File: src/rtl/cd_tx_fetch.sv
// +----------------------------------------------------------------------------+
// | cd_tx_fetch: drains committed frame-RAM pages into a valid/ready byte      |
// | stream for the TX serializer, with restart, flush and length checking.    |
// | Revision: 1.0                                                              |
// +----------------------------------------------------------------------------+
`default_nettype none

module cd_tx_fetch #(
  parameter int A_WIDTH  = 8,
  parameter int MAX_DATA = 250
) (
  input  logic               clk,
  input  logic               reset_n,
  input  logic               unread,
  output logic [A_WIDTH-1:0] rd_addr,
  output logic               rd_en,
  input  logic [7:0]         rd_byte,
  input  logic [7:0]         rd_flags,
  output logic               rd_done,
  output logic               rd_done_all,
  output logic [7:0]         tx_data,
  output logic               tx_valid,
  output logic               tx_first,
  output logic               tx_last,
  input  logic               tx_ready,
  input  logic               restart,
  input  logic               flush,
  output logic [7:0]         frame_flags,
  output logic               len_err,
  output logic               busy
);

  typedef enum logic [2:0] {
    S_IDLE    = 3'd0,
    S_RD_LEN  = 3'd1,
    S_CAP_LEN = 3'd2,
    S_RD      = 3'd3,
    S_CAP     = 3'd4,
    S_HOLD    = 3'd5,
    S_DONE    = 3'd6,
    S_FLUSH   = 3'd7
  } state_t;

  localparam logic [8:0]         C_MAX_LEN  = 9'(MAX_DATA);
  localparam logic [A_WIDTH-1:0] C_LEN_ADDR = A_WIDTH'(2);

  state_t             state_q, state_d;
  logic [A_WIDTH-1:0] idx_q, idx_d;
  logic [A_WIDTH-1:0] last_idx_q, last_idx_d;
  logic [7:0]         tx_data_q, tx_data_d;
  logic               tx_valid_q, tx_valid_d;
  logic               tx_first_q, tx_first_d;
  logic               tx_last_q, tx_last_d;
  logic [7:0]         frame_flags_q, frame_flags_d;
  logic [A_WIDTH-1:0] rd_addr_q, rd_addr_d;
  logic               rd_en_q, rd_en_d;
  logic               done_q, done_d;
  logic               done_all_q, done_all_d;
  logic               busy_q, busy_d;
  logic               w_len_bad;

  always_comb begin
    state_d       = state_q;
    idx_d         = idx_q;
    last_idx_d    = last_idx_q;
    tx_data_d     = tx_data_q;
    tx_valid_d    = tx_valid_q;
    tx_first_d    = tx_first_q;
    tx_last_d     = tx_last_q;
    frame_flags_d = frame_flags_q;
    w_len_bad     = 1'b0;

    // Flush outranks restart and any handshake in the same cycle.
    if (flush) begin
      state_d    = S_FLUSH;
      tx_valid_d = 1'b0;
    end else begin
      case (state_q)
        S_IDLE:   if (unread) state_d = S_RD_LEN;
        S_RD_LEN: state_d = S_CAP_LEN;
        S_CAP_LEN: begin
          frame_flags_d = rd_flags;
          if ({1'b0, rd_byte} > C_MAX_LEN) begin
            w_len_bad = 1'b1;
            state_d   = S_IDLE;
          end else begin
            last_idx_d = A_WIDTH'({1'b0, rd_byte} + 9'd4);
            idx_d      = '0;
            state_d    = S_RD;
          end
        end
        S_RD: begin
          if (restart) idx_d = '0;
          else         state_d = S_CAP;
        end
        S_CAP: begin
          if (restart) begin
            idx_d   = '0;
            state_d = S_RD;
          end else begin
            tx_data_d  = rd_byte;
            tx_first_d = (idx_q == '0);
            tx_last_d  = (idx_q == last_idx_q);
            tx_valid_d = 1'b1;
            state_d    = S_HOLD;
          end
        end
        S_HOLD: begin
          if (restart) begin
            tx_valid_d = 1'b0;
            idx_d      = '0;
            state_d    = S_RD;
          end else if (tx_ready) begin
            tx_valid_d = 1'b0;
            if (tx_last_q) begin
              state_d = S_DONE;
            end else begin
              idx_d   = idx_q + 1'b1;
              state_d = S_RD;
            end
          end
        end
        S_DONE:  state_d = S_IDLE;
        S_FLUSH: state_d = S_IDLE;
        default: state_d = S_IDLE;
      endcase
    end

    // RAM-side strobes follow the next state so they line up with RD_LEN/RD/DONE/FLUSH.
    rd_en_d    = (state_d == S_RD_LEN) || (state_d == S_RD);
    rd_addr_d  = (state_d == S_RD)     ? idx_d :
                 (state_d == S_RD_LEN) ? C_LEN_ADDR : '0;
    done_d     = (state_d == S_DONE);
    done_all_d = (state_d == S_FLUSH);
    busy_d     = (state_d != S_IDLE);
  end

  always_ff @(posedge clk or negedge reset_n) begin
    if (!reset_n) begin
      state_q       <= S_IDLE;
      idx_q         <= '0;
      last_idx_q    <= '0;
      tx_data_q     <= '0;
      tx_valid_q    <= 1'b0;
      tx_first_q    <= 1'b0;
      tx_last_q     <= 1'b0;
      frame_flags_q <= '0;
      rd_addr_q     <= '0;
      rd_en_q       <= 1'b0;
      done_q        <= 1'b0;
      done_all_q    <= 1'b0;
      busy_q        <= 1'b0;
    end else begin
      state_q       <= state_d;
      idx_q         <= idx_d;
      last_idx_q    <= last_idx_d;
      tx_data_q     <= tx_data_d;
      tx_valid_q    <= tx_valid_d;
      tx_first_q    <= tx_first_d;
      tx_last_q     <= tx_last_d;
      frame_flags_q <= frame_flags_d;
      rd_addr_q     <= rd_addr_d;
      rd_en_q       <= rd_en_d;
      done_q        <= done_d;
      done_all_q    <= done_all_d;
      busy_q        <= busy_d;
    end
  end

  // A bad length releases the page while still in CAP_LEN so IDLE sees the updated unread.
  assign rd_done     = done_q | w_len_bad;
  assign len_err     = w_len_bad;
  assign rd_done_all = done_all_q;
  assign rd_addr     = rd_addr_q;
  assign rd_en       = rd_en_q;
  assign tx_data     = tx_data_q;
  assign tx_valid    = tx_valid_q;
  assign tx_first    = tx_first_q;
  assign tx_last     = tx_last_q;
  assign frame_flags = frame_flags_q;
  assign busy        = busy_q;

endmodule

`default_nettype wire

File: config.mk
export PLATFORM = sky130hd
export DESIGN_NAME = cd_tx_fetch
export DESIGN_NICKNAME = d
export VERILOG_FILES = /design/src/rtl/cd_tx_fetch.sv
export SDC_FILE = /design/constraint.sdc
export NUM_CORES = 1
export LEC_CHECK = 0
export ABC_AREA = 1
export BUFFER_PORTS_ARGS = -buffer_cell sky130_fd_sc_hd__buf_2
export CAP_MARGIN = 0
export CORE_MARGIN = 3
export CORE_UTILIZATION = 42
export CTS_CLUSTER_SIZE = 20
export DETAILED_ROUTE_END_ITERATION = 7
export SLEW_MARGIN = 5
export SYNTH_ARGS = -nofsm -noshare
export SYNTH_HDL_FRONTEND = slang
export SYNTH_SLANG_ARGS = --single-unit
File: constraint.sdc
create_clock -name clk -period 2.5 [get_ports clk]
set_input_delay 0.5 -clock clk [delete_from_list [all_inputs] [get_ports clk]]
set_output_delay 0.5 -clock clk [all_outputs]
set_load 0.005 [all_outputs]
; Word-level counts from Yosys, hierarchy flattened
; Cells that the tools add are included.
[classes]
add_sub_neg = 2
multipliers = 0
div_mod_pow = 0
n_lt_le_gt_ge = 1
eq_ne = 14
shifts = 0
mux = 26
bitwise_logic = 4
n_reduce_logical = 11
[op_table]
columns = operator, count
row1 = $mux W8, 7
row2 = $pmux W8 S3, 1
row3 = $mux W3, 7
row4 = $pmux W3 S7, 1
row5 = $eq A3 B3 Y1 const B, 6
row6 = $eq A3 B2 Y1 const B, 3
row7 = $reduce_and A3 Y1, 3
row8 = $add A8 B1 Y8 const B, 1
row9 = $add A8 B3 Y8 const B, 1
row10 = $eq A8 B8 Y1, 1
row11 = $gt A8 B8 Y1 const B, 1
row12 = $logic_not A8 Y1, 1
row13 = $mux W1, 7
row14 = $eq A3 B1 Y1 const B, 2
row15 = $reduce_bool A3 Y1, 2
row16 = $mux W2, 2
row17 = $ne A4 B4 Y1 const B, 1
row18 = $reduce_or A2 Y1, 2
row19 = $logic_not A3 Y1, 1
row20 = $ne A3 B3 Y1 const B, 1
row21 = $not A1 Y1, 3
row22 = $pmux W1 S2, 1
row23 = $reduce_and A2 Y1, 1
row24 = $logic_or A1 B1 Y1, 1
row25 = $or A1 B1 Y1, 1
[word_totals]
ff_bits = 50
latchBits = 0
ram_bits = 0
romBits = 0
in_bits = 22
n_memories = 0

; Longest topological paths before layout
; Gate-level depths: netlist of the first run.
[logic_depth]
ltp_word = 8
depth_mapped = 11
ltp_nobuf = 11

; Worst setup path after synthesis of the first run
; Ideal clock, no wire load.
[synth_timing]
kind = input to output
startpoint = input port rd_byte[2]
endpoint = output port rd_done
t_arrival_ns = 1.294
setup_slack_ns = 0.706
stages = 7
path_buffers = 0
path_cell_list = inv_1 ha_1 nand2_1 nand2_1 nand3_2 nor2_1 or2_2
[synth_via]
elab_chain_len = 5
[synth_rtl]
columns = item, line_no
row1 = from (decl), 17  ; input logic [7:0] rd_byte,
row2 = $gt A8 B8 Y1, 83  ; if ({1'b0, rd_byte} > C_MAX_LEN) begin
row3 = $mux W1, 83
row4 = $mux W1, 78  ; case (state_q)
row5 = $mux W1, 74  ; if (flush) begin
row6 = net len_err, 29  ; output logic len_err,
row7 = $or A1 B1 Y1, 171  ; assign rd_done = done_q | w_len_bad;
row8 = to (decl), 19  ; output logic rd_done,
; The timed path passes the listed nets, and every way through them passes these cells.

; Final worst setup path of the first run
[layout_timing]
startpoint = register state_q[2]
endpoint = output port rd_done
[layout_via]
elab_chain_len = 4
[layout_rtl]
columns = item, line_no
row1 = from (decl), 47  ; state_t state_q, state_d;
row2 = from (signal assigned), 154  ; state_q <= state_d;
row3 = $eq A3 B2 Y1, 78
row4 = $mux W1, 78
row5 = $mux W1, 74
row6 = $or A1 B1 Y1, 171
; No other way between the ends.

==> results of run 1 <==
==> layout by cell type, fill, tap and decap left out, types with 2 or more instances in the layout <==
| master | Yosys | layout |
|---|---|---|
| buf_2 | 2 | 53 |
| dfrtp_1 | 50 | 50 |
| nor2_4 | 4 | 4 |
| nor3_1 | 2 | 2 |
| o31ai_1 | 2 | 2 |
| o21ai_1 | 8 | 8 |
| a21oi_2 | 6 | 6 |
| nand4_1 | 4 | 4 |
| inv_2 | 6 | 6 |
| nand3_2 | 2 | 2 |
| nand3_1 | 19 | 19 |
| mux2_2 | 8 | 8 |
| xor2_1 | 3 | 3 |
| nor2_2 | 3 | 3 |
| clkbuf_8 | 0 | 6 |
| o21ai_0 | 14 | 14 |
| inv_1 | 30 | 30 |
| a21oi_1 | 3 | 3 |
| xnor2_1 | 9 | 9 |
| nand2_1 | 90 | 90 |
| nand2_2 | 6 | 6 |
| ha_1 | 4 | 4 |
| nor2_1 | 13 | 13 |
==> metal layers <==
layer | part of all wire | vias up | wire length, um | GRT usage
met3 | 0.057 | 4 | 302 | 0.0334
li1 | - | 1061 | - | -
met1 | 0.49 | 925 | 2600 | 0.227
met4 | 0.0070 | 0 | 37 | 0.0432
met5 | 0 | - | 0 | 0
met2 | 0.44 | 56 | 2330 | 0.239
==> power by group <==
| group | total, mW | switching, mW | leakage (nW) | internal, mW |
|---|---|---|---|---|
| clock network | 0.608 | 0.278 | 0.0618 | 0.330 |
| registers | 1.15 | 0.133 | 0.643 | 1.02 |
| logic | 0.650 | 0.330 | 0.894 | 0.320 |
==> kinds of logic (layout without fill, tap and decap cells) <==
| logic type | after synthesis | count (layout) | synth area share |
|---|---|---|---|
| simple gates | 148 | 148 | 0.268 |
| fa+ha+maj | 4 | 4 | 0.0192 |
| compound gates | 36 | 36 | 0.0899 |
| flops | 50 | 50 | 0.481 |
| buf+inv | 42 | 98 | 0.0673 |
| mux | 8 | 8 | 0.0346 |
| xor+xnor | 12 | 12 | 0.0404 |
==> worst paths after layout <==
check	to	slack (ps)	depth (start not counted)
min in group clk	last_idx_q[2]	410	2
max in group asynchronous	tx_last	2110	2
setup / recovery	rd_done	250	7
setup reg to reg	rd_addr[6]	850	9
hold reg to reg	tx_first	490	2
hold / removal	idx_q[6]	170	2
==> worst register-to-register path, cell delays in order (launching register included) <==
cell and delay, ps:
dfrtp_1 460, ha_1 230, nand3_1 100, nor2_1 190, nand2_1 90, nand2_1 60, nand3_1 50, o21ai_0 100
nand2_1 150, a21oi_2 130
==> final cells by class <==
| cell class | count | area (sq um) |
|---|---|---|
| Sequential cell | 50 | 1250 |
| Timing Repair Buffer | 54 | 285 |
| Multi-Input combinational cell | 208 | 1180 |
| Inverter | 36 | 135 |
| Clock buffer | 6 | 82.6 |
| Clock inverter | 2 | 38.8 |
| Fill cell | 563 | 2890 |
| Tap cell | 75 | 93.8 |
==> flip-flops by register name (all words and copies together) (netlist names), 3 cells and up <==
| register | cells |
|---|---|
| frame_flags | 8 |
| state_q | 3 |
| idx_q | 8 |
| tx_data | 8 |
| last_idx_q | 8 |
| rd_addr | 8 |
==> flow_summary.json, run 1 <==
{
  "status": "complete, no violations",
  "clk_pin_slew_ps": 100,
  "clock-root-buffer": "clkbuf_8",
  "slowest_stage": "dfrtp_1",
  "syn-cell-area_sq_um": 2600,
  "placed_cells": 423,
  "drive_gt1_frac": 0.295,
  "die_width_um": 84.7,
  "hold_viol": 0,
  "finalCritPeriodShare": 0.898,
  "synth.area.top_cells": "dfrtp_1, nand2_1, inv_1, nand3_1, mux2_2",
  "synth_warnings": 0,
  "leakagePower_nw": 1.60,
  "hold_slack_ps": 171,
  "yosysMostFrequentCell": "nand2_1",
  "port_buffers": 53,
  "cp_common_cell": "nor2_4",
  "grt_pass1_vias": 1936,
  "synthDistinctLibCells": 32,
  "grt_use_total": 0.157,
  "io_pins": 54,
  "area_delta_synth_final_pct": 17.7,
  "syn-num-nets": 326,
  "power_mw": 2.41,
  "critPathKind": "flip-flop to output pin",
  "synth_edf_count": 0,
  "crit_path_start": "state_q[2]",
  "worstPathArrival_ps": 1750,
  "clk_path_buf_depth": 2,
  "required_ps": 2000,
  "synth_top_area_frac": 0.481,
  "hold_path.class": "input pin to async pin",
  "antenna_cells_inserted": 0,
  "hpwl_mm": 3.91,
  "nNetsFinal": 381,
  "synth_common_cells": "nand2_1, dfrtp_1, inv_1",
  "netlist_instances": 300,
  "drv_cap": 0,
  "wl_per_cell_um": 12.2,
  "crit_path_start_kind": "flip-flop",
  "die_h_um": 84.7,
  "synth_top_cell_by_area": "dfrtp_1",
  "place_area_sq_um": 2940,
  "skew_ps": 10.7,
  "antenna_found_initial": 0,
  "fmax_mhz": 445,
  "synthFlopType": "dfrtp_1",
  "start_util": 0.437,
  "firstDrtPassIters": 4,
  "place_ws_ps": 400,
  "slowest_delay_ps": 540,
  "crit_family": "simple AND/OR/NAND/NOR gates",
  "avgViaCountPerCell": 4.75,
  "ys_ff_latch": 50,
  "cts.htree.levels": 2,
  "place.gp.congestion": 0.835,
  "fin_area_sq_um": 3060,
  "slew_headroom": 0.659,
  "clock_latency_ps": 300,
  "worst_slew_pin_slew_ps": 510,
  "crit_fanout": 9,
  "cts_tree": "done",
  "min_period_ps": 2250,
  "fin_tns_setup_ps": 0,
  "rsz0062_at_grt": "false",
  "fin_ws_ps": 254,
  "vias": 2046,
  "crit_path_end_kind": "output pin",
  "finish.utilization": 0.514,
  "gr-total-overflow": 0,
  "dieArea_sq_um": 7180,
  "drt_iter0_drc": 101,
  "avgSynthCellArea_sq_um": 8.67,
  "cts-buffers-inserted": 5,
  "rows": 28,
  "powerDensity_nw_per_um2": 788,
  "timing.final.max_slew_violations": 0,
  "grt_max_degree": 51,
  "core-area_sq_um": 5960,
  "final-setup-viol-count": 0,
  "ir_drop_v": 0.000482,
  "critPathBufInv": 2,
  "synthArstFlopShare": 1.00,
  "cts.sinks": 50,
  "cts_resized": 0,
  "grt_pass1_wl_mm": 9.14,
  "holdBufCountCts": 0,
  "yosysSeqAreaShare": 0.481,
  "cp_cell_sequence": "nor2_4 > inv_2 > nor2_4 > nand2_2 > nor2_1 > or2_2 > buf_2",
  "final_cells": 431,
  "rr_startpoint": "idx_q[1]",
  "post-cts-setup-buffer-count": 0,
  "drc": 0,
  "routed_wl_mm": 5.27,
  "antenna_left": 0
}
No activity file was read; power rests on OpenSTA's default activity.
==> run 2: changes to the inputs <==
BUFFER_PORTS_ARGS = -buffer_cell sky130_fd_sc_hd__buf_4   (was -buffer_cell sky130_fd_sc_hd__buf_2)
==> run 2 against run 1 <==
  * Wire length is 1.4% higher
  * Register-to-register slack improved by 20 ps
  * Worst setup slack got worse by 3.1 ps
  * Highest routed layer unchanged
  * Cell area is 2.9% higher
  * Global-route usage grew 0.28 points
  * Critical path type unchanged
  * Die area unchanged
  * Clock power fell by 17%
  * Hold slack improved by 40 ps
==> flow_summary.json, run 2 (synthesis gave the netlist of run 1 again) <==
{
  "rows": 28,
  "final-setup-viol-count": 0,
  "cts.htree.levels": 2,
  "clock-root-buffer": "clkbuf_8",
  "crit_path_end_kind": "output pin",
  "finish.utilization": 0.529,
  "drv_cap": 0,
  "drt_iter0_drc": 89,
  "nNetsFinal": 380,
  "fin_tns_setup_ps": 0,
  "antenna_left": 0,
  "routed_wl_mm": 5.34,
  "cts.sinks": 50,
  "critPathKind": "flip-flop to output pin",
  "timing.reg2reg.setup_slack_ps": 870,
  "grt_use_total": 0.160,
  "start_util": 0.437,
  "worstPathArrival_ps": 1750,
  "antenna_found_initial": 0,
  "vias": 2104,
  "post-cts-setup-buffer-count": 0,
  "ir_drop_v": 0.000396,
  "finalCritPeriodShare": 0.899,
  "min_period_ps": 2250,
  "area_delta_synth_final_pct": 21.2,
  "slew_headroom": 0.589,
  "fillers": 578,
  "rr_endpoint": "rd_addr[6]",
  "grt_max_degree": 51,
  "final_common_cell": "nand2_1",
  "worst_slew_pin_slew_ps": 616,
  "timing.final.max_slew_violations": 0,
  "required_ps": 2000,
  "drive_gt1_frac": 0.293,
  "cts_resized": 0,
  "holdBufCountCts": 0,
  "clk_path_buf_depth": 2,
  "grt_pass1_wl_mm": 9.20,
  "core-area_sq_um": 5960,
  "hpwl_mm": 3.96,
  "clock_latency_ps": 300,
  "most-common-layout-cells": "nand2_1, buf_4, dfrtp_1",
  "die_width_um": 84.7,
  "hold_viol": 0,
  "die_h_um": 84.7,
  "reg2reg_depth": 9,
  "firstDrtPassIters": 4,
  "cts-buffers-inserted": 5,
  "drc": 0,
  "place.gp.congestion": 0.875,
  "power_mw": 2.40,
  "rsz0062_at_grt": "false",
  "leakagePower_nw": 1.60,
  "wl_per_cell_um": 12.4,
  "avgViaCountPerCell": 4.89,
  "gr-total-overflow": 0,
  "skew_ps": 5.01,
  "cts_tree": "done",
  "antenna_cells_inserted": 0,
  "status": "complete, no violations",
  "crit_path_start_kind": "flip-flop",
  "fmax_mhz": 445,
  "crit_fanout": 9,
  "powerDensity_nw_per_um2": 761,
  "grt_pass1_vias": 1990,
  "rr_startpoint": "idx_q[0]",
  "hold_path.class": "input pin to async pin",
  "port_buffers": 53,
  "placed_cells": 422,
  "io_pins": 54,
  "dieArea_sq_um": 7180,
  "clk_pin_slew_ps": 90,
  "final_cells": 430
}
[run 2: cell count changes in the layout (fill, tap and decap cells not counted)]
cell	previous run	this run
buf_4	0	53
buf_2	53	0
bufinv_16	1	0
buf_12	1	0
clkinvlp_4	0	1
[run 2: through the flow]
step | hold slack, ps | setup WS (ps) | cell area [sq um]
after floorplan | 204 | 706 | 2600
after global placement | 471 | 418 | 3050
after detailed placement | 470 | 392 | 3050
after CTS | 246 | 226 | 3150
after global routing | 250 | 140 | 3150
final | 212 | 251 | 3150
[run 2: worst max path at each step]
stage                     from  endpoint  slack (ps)
global route        state_q[2]   rd_done         140
global placement    rd_byte[2]   rd_done         420
floorplan           rd_byte[2]   rd_done         710
finish              state_q[2]   rd_done         250
CTS                 state_q[2]   rd_done         230
detailed placement  rd_byte[2]   rd_done         390
[run 2: cell type report]
class	count	area, sq um	share of cell area
clock buffers	6	82.6	0.0262
multi-input cells	208	1180	0.373
repair buffers	53	398	0.126
clock inverters	2	16.3	0.00516
inverters	36	135	0.0429
flip-flops and latches	50	1250	0.397
well taps	75	93.8	0.0298
[run 2: routing by layer]
layer | global-route usage | part of all wire | vias up | wire length [um]
met5 | 0 | 0 | - | 0
met4 | 0.0604 | 0.016 | 0 | 87
met3 | 0.0422 | 0.063 | 7 | 334
met2 | 0.251 | 0.45 | 62 | 2410
met1 | 0.213 | 0.47 | 977 | 2510
li1 | - | - | 1058 | -
[run 2: power by group]
| group | internal, mW | total (mW) | leakage (nW) | switching, mW |
|---|---|---|---|---|
| clock | 0.228 | 0.504 | 0.0478 | 0.276 |
| combinational | 0.398 | 0.734 | 0.914 | 0.335 |
| sequential | 1.02 | 1.16 | 0.643 | 0.138 |
[run 2: critical path, cell delays in order (launching register included)]
cell and delay [ps]:
dfrtp_1 540, nor2_4 70, inv_2 100, nor2_4 50
nand2_2 190, nor2_1 80, or2_2 280, buf_4 140
